<file path="src/rtl/store_ctrl_if.sv">
// Store controller bus: request/response toward the main control unit plus
// the memory/MDR/B-register enables driven by the store sequencer.
interface store_ctrl_if;
  logic        st_req;
  logic [1:0]  st_op;
  logic [31:0] st_addr;
  logic        st_busy;
  logic        st_done;
  logic        st_err;
  logic        b_load;
  logic        mdr_load;
  logic [31:0] mem_addr;
  logic        mem_wr;
  logic [1:0]  set_store_size_control;

  // main control unit side
  modport master (
    output st_req, st_op, st_addr,
    input  st_busy, st_done, st_err, b_load, mdr_load, mem_addr, mem_wr,
           set_store_size_control
  );

  // store sequencer side
  modport slave (
    input  st_req, st_op, st_addr,
    output st_busy, st_done, st_err, b_load, mdr_load, mem_addr, mem_wr,
           set_store_size_control
  );
endinterface

</file>
<file path="src/rtl/store_ctrl_fsm.sv">
// Store sequencer for sb/sh/sw. Sub-word stores do a read-modify-write
// (read word into MDR, then write the merged word); sw writes directly.
//
// state   | meaning
// IDLE    | waiting for st_req; only state where a request is sampled
// RD_WAIT | read address on the bus, counting down the memory read latency
// MDR_LD  | mem_rdata valid, capture it into MDR
// WRITE   | single write cycle with the latched address and store size
// DONE    | one-cycle completion pulse
// ERR     | one-cycle reject pulse (illegal op or misaligned address)
module store_ctrl_fsm #(
  parameter int MEM_RD_LAT  = 1,
  parameter bit CHECK_ALIGN = 1'b1
) (
  input logic         clk,
  input logic         reset,
  store_ctrl_if.slave bus
);

  typedef enum logic [2:0] {
    IDLE    = 3'd0,
    RD_WAIT = 3'd1,
    MDR_LD  = 3'd2,
    WRITE   = 3'd3,
    DONE    = 3'd4,
    ERR     = 3'd5
  } state_t;

  localparam logic [3:0] RD_LAT = 4'(MEM_RD_LAT);

  state_t      state, state_nxt;
  logic [3:0]  cnt, cnt_nxt;
  logic [31:0] addr_q, addr_nxt;
  logic [1:0]  op_q, op_nxt;
  logic        legal;
  logic        aligned;

  // request qualification: op 11 has no store-size encoding, alignment is optional
  always_comb begin
    legal   = (bus.st_op != 2'b11);
    aligned = 1'b1;
    if (CHECK_ALIGN) begin
      case (bus.st_op)
        2'b01:   aligned = ~bus.st_addr[0];
        2'b10:   aligned = (bus.st_addr[1:0] == 2'b00);
        default: aligned = 1'b1;
      endcase
    end
  end

  // state, latency counter and latched request
  always_ff @(posedge clk) begin
    if (reset) begin
      state  <= IDLE;
      cnt    <= 4'd0;
      addr_q <= 32'd0;
      op_q   <= 2'b10;
    end else begin
      state  <= state_nxt;
      cnt    <= cnt_nxt;
      addr_q <= addr_nxt;
      op_q   <= op_nxt;
    end
  end

  // next-state logic; rejected requests leave addr_q/op_q untouched
  always_comb begin
    state_nxt = state;
    cnt_nxt   = cnt;
    addr_nxt  = addr_q;
    op_nxt    = op_q;
    case (state)
      IDLE: begin
        if (bus.st_req) begin
          if (legal && aligned) begin
            addr_nxt = bus.st_addr;
            op_nxt   = bus.st_op;
            if (bus.st_op == 2'b10) begin
              state_nxt = WRITE;
            end else begin
              state_nxt = RD_WAIT;
              cnt_nxt   = RD_LAT;
            end
          end else begin
            state_nxt = ERR;
          end
        end
      end
      RD_WAIT: begin
        cnt_nxt = cnt - 4'd1;
        if (cnt == 4'd1) state_nxt = MDR_LD;
      end
      MDR_LD:  state_nxt = WRITE;
      WRITE:   state_nxt = DONE;
      DONE:    state_nxt = IDLE;
      ERR:     state_nxt = IDLE;
      default: state_nxt = IDLE;
    endcase
  end

  // outputs decoded from state/registers; b_load is the only combinational path from st_req
  always_comb begin
    bus.st_busy                = (state != IDLE);
    bus.st_done                = (state == DONE);
    bus.st_err                 = (state == ERR);
    bus.mdr_load               = (state == MDR_LD);
    bus.mem_wr                 = (state == WRITE);
    bus.mem_addr               = addr_q;
    bus.set_store_size_control = op_q;
    bus.b_load                 = (state == IDLE) && bus.st_req && legal && aligned;
  end

endmodule

</file>
<file path="src/flat_wrapper.sv">
// flat-port wrapper written by rule: the top's interface ports become plain ports
module store_ctrl_fsm_flat 
#(
  parameter int MEM_RD_LAT  = 1,
  parameter bit CHECK_ALIGN = 1'b1
)
  (clk, reset, bus_st_req, bus_st_op, bus_st_addr, bus_st_busy, bus_st_done, bus_st_err, bus_b_load, bus_mdr_load, bus_mem_addr, bus_mem_wr, bus_set_store_size_control);
  store_ctrl_if bus_i ();
  input logic clk;
  input logic reset;
  input wire logic [$bits(bus_i.st_req)-1:0] bus_st_req;
  input wire logic [$bits(bus_i.st_op)-1:0] bus_st_op;
  input wire logic [$bits(bus_i.st_addr)-1:0] bus_st_addr;
  output wire logic [$bits(bus_i.st_busy)-1:0] bus_st_busy;
  output wire logic [$bits(bus_i.st_done)-1:0] bus_st_done;
  output wire logic [$bits(bus_i.st_err)-1:0] bus_st_err;
  output wire logic [$bits(bus_i.b_load)-1:0] bus_b_load;
  output wire logic [$bits(bus_i.mdr_load)-1:0] bus_mdr_load;
  output wire logic [$bits(bus_i.mem_addr)-1:0] bus_mem_addr;
  output wire logic [$bits(bus_i.mem_wr)-1:0] bus_mem_wr;
  output wire logic [$bits(bus_i.set_store_size_control)-1:0] bus_set_store_size_control;
  assign bus_i.st_req = bus_st_req;
  assign bus_i.st_op = bus_st_op;
  assign bus_i.st_addr = bus_st_addr;
  assign bus_st_busy = bus_i.st_busy;
  assign bus_st_done = bus_i.st_done;
  assign bus_st_err = bus_i.st_err;
  assign bus_b_load = bus_i.b_load;
  assign bus_mdr_load = bus_i.mdr_load;
  assign bus_mem_addr = bus_i.mem_addr;
  assign bus_mem_wr = bus_i.mem_wr;
  assign bus_set_store_size_control = bus_i.set_store_size_control;
  store_ctrl_fsm #(.MEM_RD_LAT(MEM_RD_LAT), .CHECK_ALIGN(CHECK_ALIGN)) u_core (.clk(clk), .reset(reset), .bus(bus_i));
endmodule
</file>
<file path="config.mk">
export PLATFORM = sky130hd
export DESIGN_NAME = store_ctrl_fsm_flat
export DESIGN_NICKNAME = d
export VERILOG_FILES = /design/src/rtl/store_ctrl_if.sv /design/src/rtl/store_ctrl_fsm.sv /design/src/flat_wrapper.sv
export SDC_FILE = /design/constraint.sdc
export NUM_CORES = 1
export LEC_CHECK = 0
export ABC_AREA = 1
export BUFFER_PORTS_ARGS = -buffer_cell sky130_fd_sc_hd__buf_2
export CAP_MARGIN = 20
export CORE_ASPECT_RATIO = 1.25
export CORE_MARGIN = 3
export CORE_UTILIZATION = 40
export CTS_CLUSTER_DIAMETER = 50
export DETAILED_ROUTE_END_ITERATION = 8
export PLACE_DENSITY = 0.78
export SETUP_SLACK_MARGIN = 0.4
export SLEW_MARGIN = 20
export SYNTH_ARGS = -nofsm -noshare
export SYNTH_HDL_FRONTEND = slang
export SYNTH_SLANG_ARGS = --single-unit
</file>
<file path="constraint.sdc">
create_clock -name clk -period 1.6 [get_ports clk]
set_clock_uncertainty 0.1 [all_clocks]
set_input_delay 0.32 -clock clk [delete_from_list [all_inputs] [get_ports clk]]
set_output_delay 0.32 -clock clk [all_outputs]
set_load 0.01 [all_outputs]
</file>
==> results.ini <==
[worst_hold_path]
hp-start=bus_st_addr[16]
hold_depth=3
hold_path_end=u_core.bus.mem_addr[16]
worstHoldPathType=primary input to flop

[place]
place_area_mm2=0.00221
dp_hpwl_um=2960
portBuffers=76
finalWeightedCongestion=0.895

[routing]
antenna_left=0
wl_met1_um=2170
wl_per_cell_um=14.1
firstDrtPassIters=4
drc=0
wl_um=5390
wl_met2_um=2820
vias=1832
vias_per_cell=4.80
drt-initial-drc-count=121
dr_wl_met3_um=319
highest_layer=met4

[synthesis]
ys_warn_count=0
synth_edf_count=0
synth-main-ff-cell=dfxtp_1
synthArstFlopShare_pct=0
netlist_area_mm2=0.00169
syn_area_per_cell_um2=7.74
ys_ff_latch=41
syn-instance-count=218
syn_nets=260
ys_types=26
yosysSeqAreaShare_pct=48.6

[critical_path]
worst-path-buf-inv=3
r2r-end=u_core.bus.set_store_size_control[0]
critPathLaunchType=flop
critPathMaxFanout=3
path_delay_family=flip-flops
critPathRequiredTime_ns=1.18
crit_chain=nor2_4 > buf_4 > inv_2 > nor2_2 > buf_2
endpoint_kind=output pin
path_depth=5
max_stage_delay_ns=0.36
slowest_stage=dfxtp_4
rr_worst_depth=9
reg2reg_slack_ns=0.01
path_class=flop to output pin
r2r-start=u_core.state[0]
arrival_ns=1.19

[global_route]
overflow=0
grt_pass1_wl_um=7030
grtUsageTotal_pct=17.7
antenna_found_initial=0
grt_max_degree=30
grt_pass1_vias=1552

[cts]
cts-root-buf=clkbuf_8
cts_htree_levels=2
clk_path_buf_depth=2
cts.sinks=41
tritoncts=done
cts_buffers=5
cts_hold_buffers=0
clock_latency_ns=0.29
clk_pin_slew_ns=0.08

[cells_and_area]
drive_above_1_share_pct=69.8
layout_common_cells=nor2_1 (60), buf_2 (59), dfxtp_2 (36)
final_core_util_pct=76.7
area_delta_synth_final_pct=77.7
num_antenna_cells=0
final_nets=369
layout_commonest_cell=nor2_1
design_area_mm2=0.00300

[sta]
finalCriticalPeriod_ns=1.61
finalHoldViolCount=0
setup_slack_ns=-0.0120
rsz0062_at_grt=yes
fin_crit_sh_pct=101
finalMaxSlewViolations=0
setup_viol=3
slew_headroom_pct=77.7
max_freq_mhz=620
tightest_slew_ns=0.334

[floorplan]
initial_core_util_pct=43.2
die_w_um=64.1
dieArea_mm2=0.00504
rows=25
ioPinCount=77
die_y_um=78.6
core_area_mm2=0.00391

[pwr]
p_leak_nw=1.39
ir_worst_vdd_v=0.000758
power_density_mw_per_mm2=1390

[status]
violations=negative setup slack
status=complete, but fails checks

[flow_run]
max_cap_violations=0

[state kept, by name, indices dropped and copies added (netlist names)]
| name | cells |
|---|---|
| u_core.state | 3 |
| u_core.bus.set_store_size_control | 2 |
| u_core.cnt | 4 |
| u_core.bus.mem_addr | 32 |
[cells in the mapped netlist (2+ instances only)]
| cell type | count | area share, % |
|---|---|---|
| nor2_1 | 64 | 14 |
| dfxtp_1 | 41 | 49 |
| o21ai_0 | 33 | 9.8 |
| inv_1 | 15 | 3.3 |
| nand2_1 | 15 | 3.3 |
| nor2_2 | 10 | 3.7 |
| clkbuf_1 | 5 | 1.1 |
| ha_1 | 5 | 3.7 |
| nor3_1 | 5 | 1.5 |
| a21oi_1 | 4 | 1.2 |
| nand3_1 | 4 | 1.2 |
| buf_6 | 2 | 1.3 |
| o21ai_1 | 2 | 0.59 |
[area by class of cell]
type | count | area, um2
Inverter | 17 | 78.8
Clock inverter | 2 | 13.8
Clock buffer | 6 | 82.6
Sequential cell | 41 | 873
Multi-Input combinational cell | 151 | 995
Timing Repair Buffer | 111 | 888
Tap cell | 54 | 67.6
Fill cell | 274 | 911
[cells by family after synthesis]
kind of cell	count (synthesis)	synth area share, %
buffers and inverters	26	7.49
adders and majority gates	5	3.71
and+or+nand+nor	102	26.3
DFF	41	48.6
AOI/OAI and AO/OA	43	13.3
xor gates and xnor gates	1	0.519
[per-layer routing]
layer | vias up | GRT usage (%)
met2 | 65 | 30.0
met1 | 851 | 20.7
met5 | - | 0
li1 | 910 | -
met3 | 6 | 5.29
met4 | 0 | 6.98
[power breakdown]
part / switching (W) / internal [W] / leakage [nW] / total, W
Combinational: 0.00101 / 0.00102 / 0.991 / 0.00203
Clock: 0.000366 / 0.000350 / 0.0512 / 0.000716
Sequential: 0.000151 / 0.00126 / 0.351 / 0.00141
[worst reg2reg max path, cell delays in order, from the launching register on]
cell,delay (ns)
dfxtp_4,0.36
nor2_4,0.09
nand2_2,0.08
inv_2,0.09
nand4_4,0.09
buf_4,0.16
buf_6,0.13
clkbuf_16,0.16
o21ai_1,0.15
nor2_1,0.06
[worst max-delay path by stage]
stage / start / endpoint / slack (ns)
after floorplan: bus_st_op[0] / bus_b_load / 0.11
after global placement: bus_st_op[0] / u_core.bus.set_store_size_control[0] / -0.06
after detailed placement: bus_st_op[0] / u_core.bus.mem_addr[24] / -0.11
after CTS: u_core.state[2] / bus_mem_wr / 0.01
after global routing: u_core.state[2] / bus_st_err / -0.07
final: u_core.state[0] / bus_mdr_load / -0.01
[through the flow]
stage	hold slack [ns]	cells	total power, W	TNS [ns]	setup slack (ns)
2_1_floorplan	0.282	218	0.00211	0	0.109
6_report	0.153	382	0.00416	-0.0225	-0.0120
5_1_grt	0.143	382	0.00441	-0.207	-0.0704
3_5_place_dp	0.350	347	0.00249	-1.97	-0.105
4_1_cts	0.149	366	0.00356	0	0.0115
3_3_place_gp	0.343	347	0.00246	-0.912	-0.0575
[repair_timing]
action                                  4_1_cts  5_1_grt
pin swaps                                     8       11
setup buffers                                11       12
gates cloned                                  0        4
endpoints found under the setup margin       58       77
gates resized for setup                      72       86
Power figures use the tool's default switching activity.
